### config.mk
export PLATFORM = sky130hd
export DESIGN_NAME = io_decimal_display
export DESIGN_NICKNAME = d
export VERILOG_FILES = /design/src/rtl/io_decimal_display.sv
export SDC_FILE = /design/constraint.sdc
export NUM_CORES = 1
export LEC_CHECK = 0
export CAP_MARGIN = 20
export CELL_PAD_IN_SITES_DETAIL_PLACEMENT = 1
export CELL_PAD_IN_SITES_GLOBAL_PLACEMENT = 1
export CORE_UTILIZATION = 45
export CTS_BUF_LIST = sky130_fd_sc_hd__clkbuf_8
export CTS_CLUSTER_DIAMETER = 80
export DETAILED_ROUTE_END_ITERATION = 10
export GPL_TIMING_DRIVEN = 0
export PLACE_DENSITY = 0.82
export SLEW_MARGIN = 15
export SYNTH_ARGS = -nofsm -noshare
export SYNTH_HDL_FRONTEND = slang
export SYNTH_SLANG_ARGS = --single-unit
### constraint.sdc
create_clock -name clock -period 4.9 [get_ports clock]
set_input_delay 1.47 -clock clock [delete_from_list [all_inputs] [get_ports clock]]
set_output_delay 1.47 -clock clock [all_outputs]
set_load 0.03 [all_outputs]
### src/rtl/io_decimal_display.sv
// Converts the output-latch value to eight 7-segment decimal digits.
// A sequential double-dabble engine does one shift per clock.
module io_decimal_display #(
    parameter int BLANK_LZ       = 1,
    parameter int SEG_ACTIVE_LOW = 1
) (
    input  logic        clock,
    input  logic        reset,
    input  logic [31:0] IO_RAMOutput,
    input  logic        IO_RAMwrite,
    output logic [55:0] hex_segments,
    output logic        busy,
    output logic        done,
    output logic        overflow
);

    typedef enum logic [1:0] {
        IDLE,
        SHIFT,
        UPDATE
    } state_t;

    localparam logic [55:0] SEG_BLANK = {56{SEG_ACTIVE_LOW != 0}};

    state_t      state;
    logic [31:0] bin;
    logic [39:0] bcd;
    logic [5:0]  cnt;
    logic        pend_valid;
    logic [31:0] pend_val;
    logic [39:0] bcd_adj;
    logic [55:0] seg_next;

    function automatic logic [6:0] encode(input logic [3:0] d);
        case (d)
            4'd0:    encode = 7'h3F;
            4'd1:    encode = 7'h06;
            4'd2:    encode = 7'h5B;
            4'd3:    encode = 7'h4F;
            4'd4:    encode = 7'h66;
            4'd5:    encode = 7'h6D;
            4'd6:    encode = 7'h7D;
            4'd7:    encode = 7'h07;
            4'd8:    encode = 7'h7F;
            4'd9:    encode = 7'h6F;
            default: encode = 7'h00;
        endcase
    endfunction

    always_comb begin
        bcd_adj = '0;
        for (int unsigned i = 0; i < 10; i++) begin
            if (bcd[4*i +: 4] >= 4'd5)
                bcd_adj[4*i +: 4] = bcd[4*i +: 4] + 4'd3;
            else
                bcd_adj[4*i +: 4] = bcd[4*i +: 4];
        end
    end

    // Walk from the most significant displayed digit down so that the
    // leading-zero run is known when each digit is encoded.
    always_comb begin
        logic        lead_zero;
        logic [3:0]  d;
        logic [6:0]  seg;
        int unsigned k;
        seg_next  = '0;
        lead_zero = 1'b1;
        for (int unsigned i = 0; i < 8; i++) begin
            k         = 7 - i;
            d         = bcd[4*k +: 4];
            lead_zero = lead_zero && (d == 4'd0);
            seg       = encode(d);
            if (BLANK_LZ != 0 && k != 0 && lead_zero)
                seg = 7'h00;
            if (SEG_ACTIVE_LOW != 0)
                seg = ~seg;
            seg_next[7*k +: 7] = seg;
        end
    end

    always_ff @(posedge clock or negedge reset) begin
        if (!reset) begin
            state        <= IDLE;
            bin          <= '0;
            bcd          <= '0;
            cnt          <= '0;
            pend_valid   <= 1'b0;
            pend_val     <= '0;
            hex_segments <= SEG_BLANK;
            busy         <= 1'b0;
            done         <= 1'b0;
            overflow     <= 1'b0;
        end else begin
            done <= 1'b0;
            if (state != IDLE && IO_RAMwrite) begin
                pend_valid <= 1'b1;
                pend_val   <= IO_RAMOutput;
            end
            case (state)
                IDLE: begin
                    if (IO_RAMwrite || pend_valid) begin
                        bin        <= IO_RAMwrite ? IO_RAMOutput : pend_val;
                        bcd        <= '0;
                        cnt        <= '0;
                        pend_valid <= 1'b0;
                        busy       <= 1'b1;
                        state      <= SHIFT;
                    end
                end
                SHIFT: begin
                    {bcd, bin} <= {bcd_adj[38:0], bin, 1'b0};
                    cnt        <= cnt + 6'd1;
                    if (cnt == 6'd31)
                        state <= UPDATE;
                end
                UPDATE: begin
                    hex_segments <= seg_next;
                    overflow     <= |bcd[39:32];
                    done         <= 1'b1;
                    busy         <= 1'b0;
                    state        <= IDLE;
                end
                default: state <= IDLE;
            endcase
        end
    end

endmodule

==> reports/results.ini, run 1 <==
[routing]
viasPerCell = 5.59
routed_wl_mm = 22.7
num_vias = 6821
drtPass1Iterations = 7
drt-initial-drc-count = 321
wl_per_cell_um = 18.6
drtAntennaViolNets = 0
drcViolationCount = 0

[synthesis]
ys_seq_elements = 172
synthArstFlopShare = 1.00
synth.distinct_cells = 49
syn_nets = 921
synth_top_family_by_area = compound AO/OA/AOI/OAI gates
synthTopCellsByArea = dfrtp_1 (33%), dfstp_2 (17%), ha_1 (7.7%)
yosys.area_share.simple = 0.105
synthCells = 831
synth_top_area_share = 0.326
syn_area_um2 = 8910
synth_area_per_cell_um2 = 10.7
ys.flop_type = dfrtp_1
synthMuxAreaShare = 0.0900
synth_xor_area_frac = 0.0197
synth_warnings = 0
synthAdderAreaFrac = 0.0772
yosysSeqAreaShare = 0.491
synth_top_cell_by_area = dfrtp_1
synth_edf_count = 0
synth_compound_area_frac = 0.177

[critical_path]
path_cells = clkdlybuf4s50_1
crit_start = hex_segments[6]$_DFFE_PN1P_
cp.arrival_ns = 1.71
worstPathRequired_ns = 3.43
crit_slowest_cell = clkdlybuf4s50_1
slowest_delay_ns = 0.68
crit_buf_inv = 1
r2r_start = bcd[28]$_DFFE_PN0P_
critical-path-top-delay-family = buffers and inverters
crit_path_end_kind = output port
setup.worst_path.class = reg2out
worstSetupStartpointType = flop
path_max_fanout = 2

[cells_and_area]
stdcell_area_um2 = 10600
areaGrowthSynthToFinish_pct = 19.5
mostFrequentLayoutCells = dfrtp_1 (116), clkdlybuf4s50_1 (91), o21ai_0 (70), nor2_1 (63), dfstp_2 (56)
fin_nets = 1033
diodes = 0
drive_above_1_share = 0.157
layout.cells.non_filler = 1221
mostFrequentLayoutCell = dfrtp_1

[clock_network]
cts_tree = done
clk-insertion-delay-late_ns = 0.48
cts_resized = 0
ctsHoldBuffers = 0
post_cts_buffers = 0
cts_buffers = 17
path_clk_slew_ns = 0.09
cts_max_level = 4
clockBufferDepth = 2
cts_root_buf = clkbuf_8
clock_sinks = 172

[timing]
rsz0062_at_grt = false
setup_viol = 0
fin_worst_skew_ns = 0.0140
fmax_mhz = 314
final_hold_viol_count = 0
period_share = 0.649
tightest_slew_ns = 0.766
finalCriticalPeriod_ns = 3.18
setup_tns_ns = 0
relSlewSlack = 0.489
drv_slew = 0
finalWorstSetupSlack_ns = 1.72

[grt]
grt_pass1_vias = 7333
gr-total-overflow = 0
grt_start_max_net_pins = 88
grt_util_all_layers = 0.237
grt_first_pass_wirelength_mm = 37.1
antenna_found_initial = 0

[run_status]
outcome = complete, no violations

[placed_design]
place.gp.congestion = 0.859
port_buffers = 92
hpwlAfterDp_mm = 16.0
dp.cells = 1189
placed_area_um2 = 10200
place_ws_ns = 1.73

[hold_path]
hold_class = reg2reg
holdCritStartpoint = hex_segments[1]$_DFFE_PN1P_

[die]
fp.coreArea_um2 = 19500
boundaryPins = 94
row_count = 51
die_h_um = 143
die_x_um = 143
start_util = 0.458
dieArea_um2 = 20400

[power]
irDropWorstVdd_v = 0.000238
leakage_nw = 4.54
power.density_nw_per_um2 = 592

[flow_run]
cap_violations = 0

-- power by group --
part	leakage [nW]	switching, W	total, W	internal, W
Combinational	2.31	0.00161	0.00285	0.00123
Sequential	2.01	0.000394	0.00232	0.00193
Clock	0.213	0.000546	0.00113	0.000585
Total	4.54	0.00255	0.00630	0.00375
-- registers in the layout, summed over array words and instances (netlist names) --
signal and cells:
bin 32, busy 1, done 1, hex_segments 56
overflow 1, state 2, pend_val 32, pend_valid 1
bcd 40, cnt 6
-- stage by stage --
stage                     hold WS [ns]  total power, W   util
final                            0.498         0.00630  0.547
after global routing             0.517         0.00674  0.547
after detailed placement         0.478         0.00516  0.524
after global placement           0.463         0.00498  0.522
after CTS                        0.497         0.00634  0.547
after floorplan                  0.450         0.00429      -
-- Yosys cell counts (2+ instances only) --
library cell / instances
a211oi_1: 2
a21o_1: 2
or2_2: 2
dfrtp_1: 116
nor3_1: 14
o21ai_0: 70
nand3_1: 9
ha_1: 55
o22a_1: 33
xor2_1: 3
o21bai_1: 3
clkbuf_1: 25
a31oi_1: 4
xnor2_1: 17
a22o_1: 16
buf_2: 19
a221o_1: 30
nor2_1: 63
nand4_1: 2
and3_1: 4
mux2i_1: 43
dfstp_2: 56
buf_1: 3
nor3b_1: 9
nor4_1: 2
o31ai_1: 14
mux2_2: 33
nand2b_1: 19
o21ai_1: 4
nor2b_1: 6
nand2_1: 49
and2_1: 7
inv_1: 36
a21oi_1: 46
-- path summary, 6_finish.rpt --
kind,depth (start not counted),slack [ns],endpoint
hold reg to reg,2,0.50,hex_segments[1]$_DFFE_PN1P_
setup reg to reg,6,2.56,hex_segments[8]$_DFFE_PN1P_
hold / removal,2,0.50,hex_segments[1]$_DFFE_PN1P_
min in group asynchronous,1,0.97,bcd[25]$_DFFE_PN0P_
setup / recovery,1,1.72,hex_segments[6]
max in group asynchronous,2,3.06,pend_val[27]$_DFFE_PN0P_
-- area by class of cell --
type                    count  area [µm²]
clock buffers              19         262
repair buffers             93         953
fillers                  2137        8810
inverters                  37         139
clock inverters            13         189
multi-input cells         573        4180
plain buffers              49         219
flip-flops and latches    172        4370
well taps                 265         332
-- cells by family after synthesis --
kind of cell | after synthesis
adder cells (fa/ha/maj) | 55
AND/OR/NAND/NOR | 192
multiplexers | 76
AO/OA/AOI/OAI | 230
buffers and inverters | 86
XOR/XNOR | 20
flip-flops | 172
-- layer usage --
metal  wire length, µm  global-route usage  part of all wire
met2             12000               0.430              0.53
met4               342              0.0860             0.015
met5                 0                   0                 0
met1              9550               0.283              0.42
met3               802              0.0362             0.035
Note: power is estimated with default switching activity, not from simulation.
==> inputs of run 2 (changes only) <==
==> constraint.sdc (replaced) <==
create_clock -name clock -period 2.95 [get_ports clock]
set_input_delay 0.885 -clock clock [delete_from_list [all_inputs] [get_ports clock]]
set_output_delay 0.885 -clock clock [all_outputs]
set_load 0.03 [all_outputs]
==> results of run 2 <==
The final DEF is identical to that of run 1. Status: complete, no violations.
Main changes from that run: setup slack after placement 1.73 ns -> 0.365 ns; clock-pin slew on the worst setup and hold paths 0.09 ns -> 0.10 ns; setup slack after layout 1.72 ns -> 0.353 ns; hold slack 0.498 ns -> 0.384 ns; register-to-register setup slack 2.56 ns -> 0.61 ns; total power 0.00630 W -> 0.0105 W; worst IR drop on VDD 0.000238 V -> 0.000395 V
